## src/rtl/cdb_arbiter.sv

```systemverilog
// cdb_arbiter: round-robin scheduler placing six FU results onto two registered CDBs.
// Ports: clock/reset, per-source req_* bundles with req_ready, squash_thread0/1, cdb1_*/cdb2_*.
module cdb_arbiter #(
  parameter int NUM_REQ  = 6,
  parameter int PRF_SIZE = 64,
  parameter int ROB_SIZE = 32,
  parameter int DATA_W   = 64,
  localparam int TW = $clog2(PRF_SIZE),
  localparam int RW = $clog2(ROB_SIZE) + 1
) (
  input  logic                  clock,
  input  logic                  reset,
  input  logic [NUM_REQ-1:0]    req_valid,
  input  logic [NUM_REQ*DATA_W-1:0] req_data,
  input  logic [NUM_REQ*TW-1:0] req_tag,
  input  logic [NUM_REQ*RW-1:0] req_rob_idx,
  input  logic [NUM_REQ-1:0]    req_branch_taken,
  input  logic [NUM_REQ-1:0]    req_thread,
  output logic [NUM_REQ-1:0]    req_ready,
  input  logic                  squash_thread0,
  input  logic                  squash_thread1,
  output logic                  cdb1_valid,
  output logic                  cdb2_valid,
  output logic [TW-1:0]         cdb1_tag,
  output logic [TW-1:0]         cdb2_tag,
  output logic [DATA_W-1:0]     cdb1_out,
  output logic [DATA_W-1:0]     cdb2_out,
  output logic [RW-1:0]         cdb1_rob_idx,
  output logic [RW-1:0]         cdb2_rob_idx,
  output logic                  cdb1_branch_is_taken,
  output logic                  cdb2_branch_is_taken,
  output logic                  cdb1_thread,
  output logic                  cdb2_thread,
  output logic [2:0]            cdb1_src,
  output logic [2:0]            cdb2_src
);

  logic [NUM_REQ-1:0] slot_valid;
  logic [DATA_W-1:0]  slot_data  [NUM_REQ];
  logic [TW-1:0]      slot_tag   [NUM_REQ];
  logic [RW-1:0]      slot_rob   [NUM_REQ];
  logic [NUM_REQ-1:0] slot_taken;
  logic [NUM_REQ-1:0] slot_thread;

  logic [2:0] rr_ptr;

  logic [NUM_REQ-1:0] kill;
  logic [NUM_REQ-1:0] in_kill;
  logic [NUM_REQ-1:0] elig;
  logic [NUM_REQ-1:0] grant;
  logic [NUM_REQ-1:0] accept;

  logic       g1_v;
  logic       g2_v;
  logic [2:0] g1;
  logic [2:0] g2;
  logic [2:0] last;
  logic [3:0] sum;
  logic [3:0] idx;

  // A slot (or incoming result) is flushed when its own thread is squashed.
  always_comb begin
    kill    = '0;
    in_kill = '0;
    for (int i = 0; i < NUM_REQ; i++) begin
      kill[i] = slot_thread[i] ? squash_thread1
                               : squash_thread0;
      in_kill[i] = req_thread[i] ? squash_thread1
                                 : squash_thread0;
    end
  end

  assign elig = slot_valid & ~kill;

  // Circular scan from rr_ptr; first hit takes CDB1, second CDB2.
  always_comb begin
    g1_v = 1'b0;
    g2_v = 1'b0;
    g1   = '0;
    g2   = '0;
    sum  = '0;
    idx  = '0;
    for (int k = 0; k < NUM_REQ; k++) begin
      sum = {1'b0, rr_ptr} + 4'(k);
      idx = (sum >= 4'(NUM_REQ)) ? sum - 4'(NUM_REQ)
                                 : sum;
      if (elig[idx[2:0]]) begin
        if (!g1_v) begin
          g1_v = 1'b1;
          g1   = idx[2:0];
        end else if (!g2_v) begin
          g2_v = 1'b1;
          g2   = idx[2:0];
        end
      end
    end
  end

  always_comb begin
    grant = '0;
    if (g1_v) grant[g1] = 1'b1;
    if (g2_v) grant[g2] = 1'b1;
  end

  assign last      = g2_v ? g2 : g1;
  assign req_ready = ~slot_valid | grant;
  assign accept    = req_valid & req_ready;

  // Squashed incoming results still complete the handshake,
  // they just never become valid in the slot.
  always_ff @(posedge clock) begin
    if (reset) begin
      slot_valid <= '0;
    end else begin
      for (int i = 0; i < NUM_REQ; i++) begin
        if (accept[i]) begin
          slot_valid[i] <= !in_kill[i];
        end else if (grant[i] || kill[i]) begin
          slot_valid[i] <= 1'b0;
        end
      end
    end
  end

  always_ff @(posedge clock) begin
    for (int i = 0; i < NUM_REQ; i++) begin
      if (accept[i]) begin
        slot_data[i]   <= req_data[i*DATA_W +: DATA_W];
        slot_tag[i]    <= req_tag[i*TW +: TW];
        slot_rob[i]    <= req_rob_idx[i*RW +: RW];
        slot_taken[i]  <= req_branch_taken[i];
        slot_thread[i] <= req_thread[i];
      end
    end
  end

  always_ff @(posedge clock) begin
    if (reset) begin
      rr_ptr <= '0;
    end else if (g1_v) begin
      rr_ptr <= (last == 3'(NUM_REQ - 1)) ? 3'd0
                                          : last + 3'd1;
    end
  end

  // Unused lanes drive all-zero fields, not stale payload.
  always_ff @(posedge clock) begin
    if (reset) begin
      cdb1_valid           <= 1'b0;
      cdb1_tag             <= '0;
      cdb1_out             <= '0;
      cdb1_rob_idx         <= '0;
      cdb1_branch_is_taken <= 1'b0;
      cdb1_thread          <= 1'b0;
      cdb1_src             <= '0;
      cdb2_valid           <= 1'b0;
      cdb2_tag             <= '0;
      cdb2_out             <= '0;
      cdb2_rob_idx         <= '0;
      cdb2_branch_is_taken <= 1'b0;
      cdb2_thread          <= 1'b0;
      cdb2_src             <= '0;
    end else begin
      cdb1_valid           <= g1_v;
      cdb1_tag             <= g1_v ? slot_tag[g1] : '0;
      cdb1_out             <= g1_v ? slot_data[g1] : '0;
      cdb1_rob_idx         <= g1_v ? slot_rob[g1] : '0;
      cdb1_branch_is_taken <= g1_v & slot_taken[g1];
      cdb1_thread          <= g1_v & slot_thread[g1];
      cdb1_src             <= g1_v ? g1 : '0;
      cdb2_valid           <= g2_v;
      cdb2_tag             <= g2_v ? slot_tag[g2] : '0;
      cdb2_out             <= g2_v ? slot_data[g2] : '0;
      cdb2_rob_idx         <= g2_v ? slot_rob[g2] : '0;
      cdb2_branch_is_taken <= g2_v & slot_taken[g2];
      cdb2_thread          <= g2_v & slot_thread[g2];
      cdb2_src             <= g2_v ? g2 : '0;
    end
  end

endmodule

```

## config.mk

```make
export PLATFORM = sky130hd
export DESIGN_NAME = cdb_arbiter
export DESIGN_NICKNAME = d
export VERILOG_FILES = /design/src/rtl/cdb_arbiter.sv
export SDC_FILE = /design/constraint.sdc
export NUM_CORES = 1
export LEC_CHECK = 0
export BUFFER_PORTS_ARGS = -buffer_cell sky130_fd_sc_hd__buf_2
export CORE_AREA = 5 5 246 248
export DETAILED_ROUTE_END_ITERATION = 10
export DIE_AREA = 0 0 251 253
export PLACE_DENSITY = 0.77
export SYNTH_ARGS = -nofsm -noshare
export SYNTH_HDL_FRONTEND = slang
export SYNTH_SLANG_ARGS = --single-unit
```

## constraint.sdc

```tcl
create_clock -name clock -period 15.75 [get_ports clock]
set_input_delay 0.7875 -clock clock [delete_from_list [all_inputs] [get_ports clock]]
set_output_delay 0.7875 -clock clock [all_outputs]
set_load 0.05 [all_outputs]
```

==> results by group <==
Min path
  – WHS Endpoint: slot_data[2][13]$_DFFE_PP_
  – Hold Crit Class: input port to flip-flop
  – HP Start: req_data[141]
  – Cells on Worst Hold Path: 1

Worst setup path
  – Register-to-register setup slack: 9.17 ns
  – Arrival time at the worst endpoint: 6.19 ns
  – Slowest cell on the critical path: a221oi_1
  – Reg2reg end: slot_rob[4][3]$_DFFE_PP_
  – Crit path required time: 14.96 ns
  – Delay of the slowest cell on the worst path: 0.93 ns
  – RR Startpoint: rr_ptr[2]$_SDFFE_PP0N_
  – Worst Path Max Fanout: 157
  – Critical Path Source: rr_ptr[2]$_SDFFE_PP0N_
  – Critical path startpoint category: flip-flop
  – Critical path class: flip-flop to output pin
  – R2R depth: 13
  – CP endpoint kind: output pin
  – Worst-path cell chain: inv_1, ha_1, nand2_1, o32ai_1, a211o_1, a31oi_1, nand2_1, nor2_1, o32ai_1, o221ai_4, buf_12, a221oi_1, inv_1, buf_2

Logic synthesis
  – Top_reg_cell synth: edfxtp_1
  – Post-Syn Area: 26500 um^2
  – Yosys Warn Count: 0
  – Sequential share of the synthesized area: 66.0%
  – EDFF count, synth: 468
  – Mean Syn Cell Area: 13.6 um^2
  – Syn_nets: 2443
  – Cells after Synth: 1954
  – #FFs+latches synth: 641
  – Async SR Flop Fraction: 0%
  – Synth unique cells: 82

Job
  – Max-Cap Viols: 0

Cells and area
  – Nets: 3024
  – Area Overhead vs Synth: 23.8%
  – Share of cells above drive strength 1: 32.7%
  – Commonest non-fill, non-tap cell in the layout: buf_2
  – Commonest cells after routing, fill and taps aside: 647 x buf_2, 468 x edfxtp_1, 249 x nor2_1
  – Post-route cell area: 32800 um^2
  – Non-filler cells, final: 3390

GRT
  – Number of global-route vias before repair: 21500
  – Tot GR Track Use: 28.3%
  – First-pass GRT wire length: 138 mm
  – Initial antenna violation count: 38
  – Largest net degree at the start of global routing: 160
  – GRT overflow: 0

Timing
  – Final Max Tran Viols: 0
  – Final hold vios: 0
  – Period utilization: 44.3%
  – Setup violations, final: 0
  – Max_slew headroom: 22.9%
  – Final hold slack: 0.332 ns
  – Minimum clock period: 6.98 ns
  – Clock skew: 0.0397 ns
  – Max Clk Rate: 0.143 GHz
  – Setup total negative slack: 0 ns
  – RSZ-0062 raised after global routing: false
  – Worst Max-Slew Pin Slew: 1.16 ns

Clock network
  – Root buffer cell: clkbuf_16
  – Cts hold-fix bufs: 0
  – Post-CTS setup-driven buffer insertion count: 0
  – H-Tree Depth: 3
  – Skew-Pair Late Insertion Delay: 0.62 ns
  – Total CTS buffers: 68
  – CTS tree: done
  – CTS-repair resized insts: 0
  – Clock Pin Slew Worst Setup and Hold Paths: 0.07 ns
  – # clock sinks: 641
  – Clk buf depth: 3

Floorplanning
  – Num ports: 648
  – Rows: 89
  – Initial Util: 45.5%
  – Core Region: 58200 um^2
  – Die Span Y: 253 um
  – Die W: 251 um
  – Die ar.: 63500 um^2

Placed design
  – Placed cell area: 30300 um^2
  – HPWL Detailed: 62.2 mm
  – IO buf count: 647
  – RD Place Congestion: 0.931
  – Post-Place Cells: 3238

Power
  – PwrDens: 202 nW/um^2
  – Pwr Total: 6.65 mW
  – VDD IR max: 0.213 mV
  – Leak: 13.3 nW

Outcome
  – Status: finished, final reports clean

Routing
  – Vias: 22000
  – Antenna viol nets, final: 0
  – First-pass DRT Iterations: 6
  – DR DRC count: 0
  – Drt first-iter violations: 2790
  – Total Wirelength: 95.2 mm
  – Vias per cell: 6.49
  – Routed WL per cell: 28.1 um
## layout make-up
class / instances / area (um^2)
Tap cell: 773 / 967
Clock buffer: 89 / 1910
Sequential cell: 641 / 17500
Inverter: 20 / 76.3
Multi-Input combinational cell: 1130 / 8270
Timing Repair Buffer: 674 / 3480
Fill cell: 4602 / 25400
Clock inverter: 37 / 548
Antenna cell: 26 / 65.1
## power by group
group          switching (mW)  leakage (nW)  internal [mW]  total, mW
sequential             0.0981          5.94           2.04       2.14
combinational            1.82          6.20          0.956       2.78
clock                   0.695          1.17           1.04       1.73
total                    2.62          13.3           4.03       6.65
## worst max path at each step
stage / end / slack (ns) / cells after the start
finish: req_ready[5] / 8.77 / 14
global route: req_ready[5] / 8.69 / 14
CTS: req_ready[5] / 8.97 / 14
detailed placement: slot_rob[4][3]$_DFFE_PP_ / 9.05 / 14
global placement: slot_rob[4][3]$_DFFE_PP_ / 9.13 / 14
floorplan: slot_data[1][0]$_DFFE_PP_ / 8.32 / 13
## stage by stage
stage,util (%),worst slack [ns]
CTS,56.3,8.97
finish,56.4,8.77
global route,56.4,8.69
floorplan,-,8.32
detailed placement,52.0,9.05
global placement,52.0,9.13
## logic make-up after synthesis
| logic type | after synthesis | share of synthesized area (%) |
|---|---|---|
| flip-flops | 641 | 66.0 |
| buffers and inverters | 183 | 3.22 |
| adder cells (fa/ha/maj) | 11 | 0.519 |
| AND/OR/NAND/NOR | 452 | 7.98 |
| XOR/XNOR | 8 | 0.349 |
| multiplexers | 95 | 3.71 |
| AO/OA/AOI/OAI | 564 | 18.2 |
## worst max-delay path: cells and delay by family (launching register included)
family | cells | cell delay [ns]
AO/OA/AOI/OAI | 6 | 2.99
adder cells (fa/ha/maj) | 1 | 0.54
buffers and inverters | 4 | 0.81
flip-flops | 1 | 0.53
AND/OR/NAND/NOR | 3 | 0.35
## sequential cells by signal (all words and copies together), names as in the netlist, 36 cells and up
register   cells
cdb2_out      64
slot_rob      36
cdb1_out      64
slot_data    384
slot_tag      36
## cell usage after synthesis (7+ instances only)
| cell type | count | area (um^2) |
|---|---|---|
| nor3_1 | 12 | 60.1 |
| a22o_1 | 9 | 78.8 |
| inv_1 | 19 | 71.3 |
| clkbuf_1 | 89 | 334 |
| o22a_1 | 73 | 639 |
| a221o_1 | 153 | 1530 |
| a31oi_1 | 8 | 50.1 |
| or3_1 | 7 | 43.8 |
| nor2_1 | 249 | 935 |
| buf_6 | 10 | 113 |
| dfxtp_1 | 173 | 3460 |
| ha_1 | 11 | 138 |
| a211oi_1 | 12 | 90.1 |
| nor4_1 | 76 | 475 |
| nand2_1 | 43 | 161 |
| mux2i_1 | 83 | 831 |
| a21oi_1 | 89 | 445 |
| buf_2 | 57 | 285 |
| nand3_1 | 13 | 65.1 |
| a221oi_1 | 148 | 1300 |
| nand2b_1 | 7 | 43.8 |
| o21ai_0 | 14 | 70.1 |
| edfxtp_1 | 468 | 14100 |
## metal layers
metal  wire length, um  track usage, %  up-vias
met5               178               0        -
met3             11000            6.55      324
li1                  -               -     9091
met2             45900            46.6     1851
met4              4630            13.3       24
met1             33500            35.8    10700
Note: power is estimated with default switching activity, not from simulation.
